[config.mk]
export PLATFORM = sky130hd
export DESIGN_NAME = bin_to_bcd_seq
export DESIGN_NICKNAME = d
export VERILOG_FILES = /design/src/rtl/bcd_pkg.sv /design/src/rtl/bcd_digit_adj.sv /design/src/rtl/bin_to_bcd_seq.sv
export SDC_FILE = /design/constraint.sdc
export NUM_CORES = 1
export LEC_CHECK = 0
export ABC_AREA = 1
export CAP_MARGIN = 30
export CORE_MARGIN = 3
export CORE_UTILIZATION = 40
export CTS_BUF_LIST = sky130_fd_sc_hd__clkbuf_4 sky130_fd_sc_hd__clkbuf_8
export DETAILED_ROUTE_END_ITERATION = 8
export HOLD_SLACK_MARGIN = 0.08
export SETUP_SLACK_MARGIN = 0.3
export SLEW_MARGIN = 15
export SYNTH_ARGS = -nofsm -noshare
export SYNTH_HDL_FRONTEND = slang
export SYNTH_SLANG_ARGS = --single-unit
export TNS_END_PERCENT = 50
[constraint.sdc]
create_clock -name clk -period 6.2 [get_ports clk]
set_input_delay 1.55 -clock clk [delete_from_list [all_inputs] [get_ports clk]]
set_output_delay 1.55 -clock clk [all_outputs]
set_load 0.02 [all_outputs]
[src/rtl/bcd_pkg.sv]
// Shared types and helpers for the sequential binary-to-BCD converter.
package bcd_pkg;

  typedef enum logic [1:0] {
    IDLE,
    SHIFT,
    DONE
  } state_e;

  // Decimal digits needed to hold any w-bit unsigned value: ceil(w * log10(2)).
  function automatic int unsigned bcd_digits(input int unsigned w);
    longint unsigned scaled;
    scaled = 64'(w) * 64'd301029996 + 64'd999999999;
    return 32'(scaled / 64'd1000000000);
  endfunction

endpackage

[src/rtl/bcd_digit_adj.sv]
// Double-dabble digit correction: add 3 to a BCD digit that is 5 or more.
module bcd_digit_adj (
  input  logic [3:0] digit_i,
  output logic [3:0] digit_o
);

  // Largest result is 9 + 3 = 12, so four bits never overflow here.
  assign digit_o = (digit_i >= 4'd5) ? digit_i + 4'd3 : digit_i;

endmodule

[src/rtl/bin_to_bcd_seq.sv]
// Sequential shift-add-3 binary-to-BCD converter, one input bit per clock,
// with valid/ready handshakes, optional signed input and a sticky overflow flag.
module bin_to_bcd_seq
  import bcd_pkg::*;
#(
  parameter int unsigned BIN_W  = 32,
  parameter int unsigned DIGITS = 10
) (
  input  logic                  clk,
  input  logic                  rst,
  input  logic                  in_valid,
  output logic                  in_ready,
  input  logic [BIN_W-1:0]      bin,
  input  logic                  sgn_en,
  output logic                  out_valid,
  input  logic                  out_ready,
  output logic [4*DIGITS-1:0]   bcd,
  output logic                  neg,
  output logic                  overflow
);

  localparam int unsigned CntW = $clog2(BIN_W + 1);
  localparam int unsigned AccW = 4 * DIGITS;

  state_e            state_q, state_d;
  logic [CntW-1:0]   cnt_q, cnt_d;
  logic [BIN_W-1:0]  mag_q, mag_d;
  logic [AccW-1:0]   acc_q, acc_d, acc_adj;
  logic              neg_q, neg_d;
  logic              ovf_q, ovf_d;
  logic              out_valid_q, out_valid_d;
  logic              is_neg;
  logic              last_shift;

  for (genvar i = 0; i < DIGITS; i++) begin : g_adj
    bcd_digit_adj u_adj (
      .digit_i(acc_q[4*i +: 4]),
      .digit_o(acc_adj[4*i +: 4])
    );
  end

  assign is_neg     = sgn_en && bin[BIN_W-1];
  // The counter tracks completed shifts; the final one lands on BIN_W-1.
  assign last_shift = (cnt_q == CntW'(BIN_W - 1));

  always_comb begin
    state_d = state_q;
    cnt_d   = cnt_q;
    mag_d   = mag_q;
    acc_d   = acc_q;
    neg_d   = neg_q;
    ovf_d   = ovf_q;
    unique case (state_q)
      IDLE: begin
        if (in_valid) begin
          state_d = SHIFT;
          mag_d   = is_neg ? (~bin + BIN_W'(1)) : bin;
          neg_d   = is_neg;
          acc_d   = '0;
          ovf_d   = 1'b0;
          cnt_d   = '0;
        end
      end
      SHIFT: begin
        // The bit leaving the top digit is a carry into a digit that does not exist.
        acc_d = {acc_adj[AccW-2:0], mag_q[BIN_W-1]};
        mag_d = {mag_q[BIN_W-2:0], 1'b0};
        ovf_d = ovf_q | acc_adj[AccW-1];
        cnt_d = cnt_q + CntW'(1);
        if (last_shift) begin
          state_d = DONE;
        end
      end
      DONE: begin
        if (out_ready) begin
          state_d = IDLE;
        end
      end
      default: state_d = IDLE;
    endcase
    out_valid_d = (state_d == DONE);
  end

  always_ff @(posedge clk or posedge rst) begin
    if (rst) begin
      state_q     <= IDLE;
      cnt_q       <= '0;
      mag_q       <= '0;
      acc_q       <= '0;
      neg_q       <= 1'b0;
      ovf_q       <= 1'b0;
      out_valid_q <= 1'b0;
    end else begin
      state_q     <= state_d;
      cnt_q       <= cnt_d;
      mag_q       <= mag_d;
      acc_q       <= acc_d;
      neg_q       <= neg_d;
      ovf_q       <= ovf_d;
      out_valid_q <= out_valid_d;
    end
  end

  assign in_ready  = (state_q == IDLE);
  assign out_valid = out_valid_q;
  assign bcd       = acc_q;
  assign neg       = neg_q;
  assign overflow  = ovf_q;

endmodule

==> results.toml <==
[run_status]
status = "completed"

[yosys]
syn-mean-instance-area_sq_um = 7.05
synthesis.area_sq_um = 5290
synth_top_family_by_area = "simple AND/OR/NAND/NOR gates"
synth_fa_ha_area_share_pct = 5.21
synth_nets = 809
synth_compound_area_share_pct = 15.7
synth_xor_area_share_pct = 1.82
ys_warn_count = 0
ys_top_cells_by_area = "dfrtp_1 39%, nand2_1 16%, nor2_1 7.1%, inv_1 6.5%, ha_1 5.2%"
yosysUniqueCellTypes = 34
synthMuxAreaShare_pct = 0
syn_inst = 750
synth_seq_area_share_pct = 39.3
yosys.area_share.simple_pct = 28.7
netlist.top_cell.by_area = "dfrtp_1"
synth_top_area_share_pct = 39.3
synth_seq_cells = 83

[power]
p_sw_mw = 1.46
worst_ir_drop_vdd_v = 0.000299
combPwrFrac_pct = 55.7
p_leak_nw = 3.09
intPower_mw = 1.83
power_frac_clock_pct = 12.4
p_per_area_nw_per_um2 = 510
switching_share_pct = 44.3
p_seq_share_pct = 31.9

[critical_path]
arrival_ps = 3520
worst_setup_path_start_kind = "input port"
crit_chain = "clkdlybuf4s50_1 -> nand2_1 -> inv_2 -> nand2_1 -> nand2_1 -> nor2_2 -> nand2_1 -> nand2_1 -> nand3_1 -> nand2_1 -> nand2_1"
slowest_stage = "clkdlybuf4s50_1"
cp_max_fo = 28
worstSetupEndpointType = "register"
crit_top_cell = "nand2_1"
path_class = "input port to register"
worst_path_largest_cell_delay_ps = 420
cp_top_family = "simple AND/OR/NAND/NOR gates"
path_buf_inv = 2
crit_required_ps = 6460
rrSetupSlack_ps = 3330

[finish]
regArea_sq_um = 2080
drive_gt1_share_pct = 4.00
nFillCells = 1298
synthToLayoutAreaGrowth_pct = 22.0
nets = 880
stdcell_count = 997
multi_input_area_sq_um = 2720
final_util_pct = 50.5
antenna_cells = 0

[timing]
worst_clock_skew_ps = 8.89
slew_viol_final = 0
setup_ws_ps = 2940
setup_violations = 0
setup-tns-final_ps = 0
fin_crit_ps = 3260
max_slew_margin_pct = 48.3
tightest_slew_ps = 772
rsz0062_at_grt = "no"
fin_crit_sh_pct = 52.5
hold_viol = 0
max_freq_ghz = 0.307

[hold_path]
hp-class = "register to register"

[routing]
drcViolationCount = 0
wl_per_cell_microns = 13.9
viasPerCell = 5.06
num_vias = 5046
dr.pass1.iters = 5
drt_iter0_markers = 438
wl_microns = 13900
postRouteAntennaNets = 0

[floorplan]
die_w_microns = 121
core.rowCount = 41
die-area_sq_um = 14600
core_region_area_sq_um = 12800
die_h_microns = 121
io_pins = 81
start_util_pct = 41.4

[cts]
post_cts_buffers = 0
insertion_delay_ps = 370
hold_buffers = 0
cts.htree.levels = 3
cts.clk_slew.worst_paths_ps = 80
cts_tree = "yes"
clock_sinks = 83
cts_buffer_depth = 2
cts-root-buf = "clkbuf_8"
numCtsBuffers = 9
cts_resized = 0

[global_routing]
grtUsageTotal_pct = 19.6
grt_pass1_wl_microns = 22900
grt_max_degree = 60
gr-total-overflow = 0
antenna_found_initial = 0
grt_pass1_vias = 4693

[placement]
finalWeightedCongestion = 0.861
hpwl_microns = 9870
dp_slack_ps = 2580
portBuffers = 80
place_inst = 980

[run]
maxCapViolations = 0
## through the flow
| stage | instance area, sq um | hold WS [ps] | power, mW |
|---|---|---|---|
| final | 6450 | 484 | 3.29 |
| after global placement | 6190 | 464 | 2.83 |
| after detailed placement | 6210 | 460 | 2.88 |
| after global routing | 6450 | 509 | 3.61 |
| after CTS | 6410 | 481 | 3.30 |
| after floorplan | 5290 | 444 | 2.29 |
## cell usage in the layout, fill, tap and decap left out, drive strengths merged, types with 2 or more instances in the layout
master,count
a21boi,2
buf,5
nand2,223
nand3b,3
dfrtp,83
o32ai,9
clkbuf,13
nand3,43
o22ai,23
clkinv,2
a21oi,23
nor3,4
clkdlybuf4s50,80
o221ai,3
xor2,11
a32o,10
a22oi,2
o21ai,58
ha,22
o31ai,2
nor2,104
inv,95
## layout make-up
type                       instances  share of cell area (%)
clock inverter                     2                   0.543
tap                              172                    3.34
inverter                          96                    5.61
sequential                        83                    32.2
timing repair buffer              85                    13.6
clock buffer                      13                    2.58
multi-input combinational        546                    42.2
## tightest hold or removal path, cell delays in order (launching register included)
cell	delay, ps
dfrtp_1	340
nand2_1	50
nand2_1	60
## registers in the layout, indices dropped and copies added (netlist names)
signal     count
bcd           40
mag_q         32
cnt_q          6
state_q        2
neg            1
out_valid      1
overflow       1
## power by group through the flow
stage	clock network (mW)	registers [mW]	logic (mW)
detailed placement	0	1.06	1.82
floorplan	0	1.17	1.13
global placement	0	1.05	1.78
finish	0.409	1.05	1.83
global route	0.441	1.09	2.07
CTS	0.424	1.05	1.83
## layer usage
layer	up-vias	share of wire, %	global-route usage [%]
met5	-	0	0
met4	0	0.89	4.53
met2	79	49	32.0
met1	2390	47	26.4
met3	11	3.4	4.48
li1	2566	-	-
## cell usage after synthesis (all sizes together)
cell / count
clkbuf: 7
a22o: 1
ha: 22
xor2: 11
buf: 18
nand4: 1
o31ai: 2
nand2: 223
o32ai: 9
nor3: 4
o22ai: 23
a21boi: 2
nand3b: 3
a32o: 10
a22oi: 2
o221ai: 3
o211ai: 1
o21ai: 58
o21a: 1
nor2: 104
nand3: 43
a21oi: 23
dfrtp: 83
inv: 96
## worst paths after layout
kind,from,end,depth (start not counted)
setup / recovery,bin[31],mag_q[18],11
hold / removal,mag_q[10],mag_q[10],2
setup reg to reg,state_q[0],mag_q[15],8
hold reg to reg,mag_q[10],mag_q[10],2
max in group asynchronous,rst,bcd[32],4
min in group asynchronous,rst,bcd[13],2
## kinds of logic after synthesis
group | after synthesis
flip-flops | 83
adder cells (fa/ha/maj) | 22
AND/OR/NAND/NOR | 378
AO/OA/AOI/OAI | 135
XOR/XNOR | 11
buffers and inverters | 121
No activity file was read; power rests on OpenSTA's default activity.
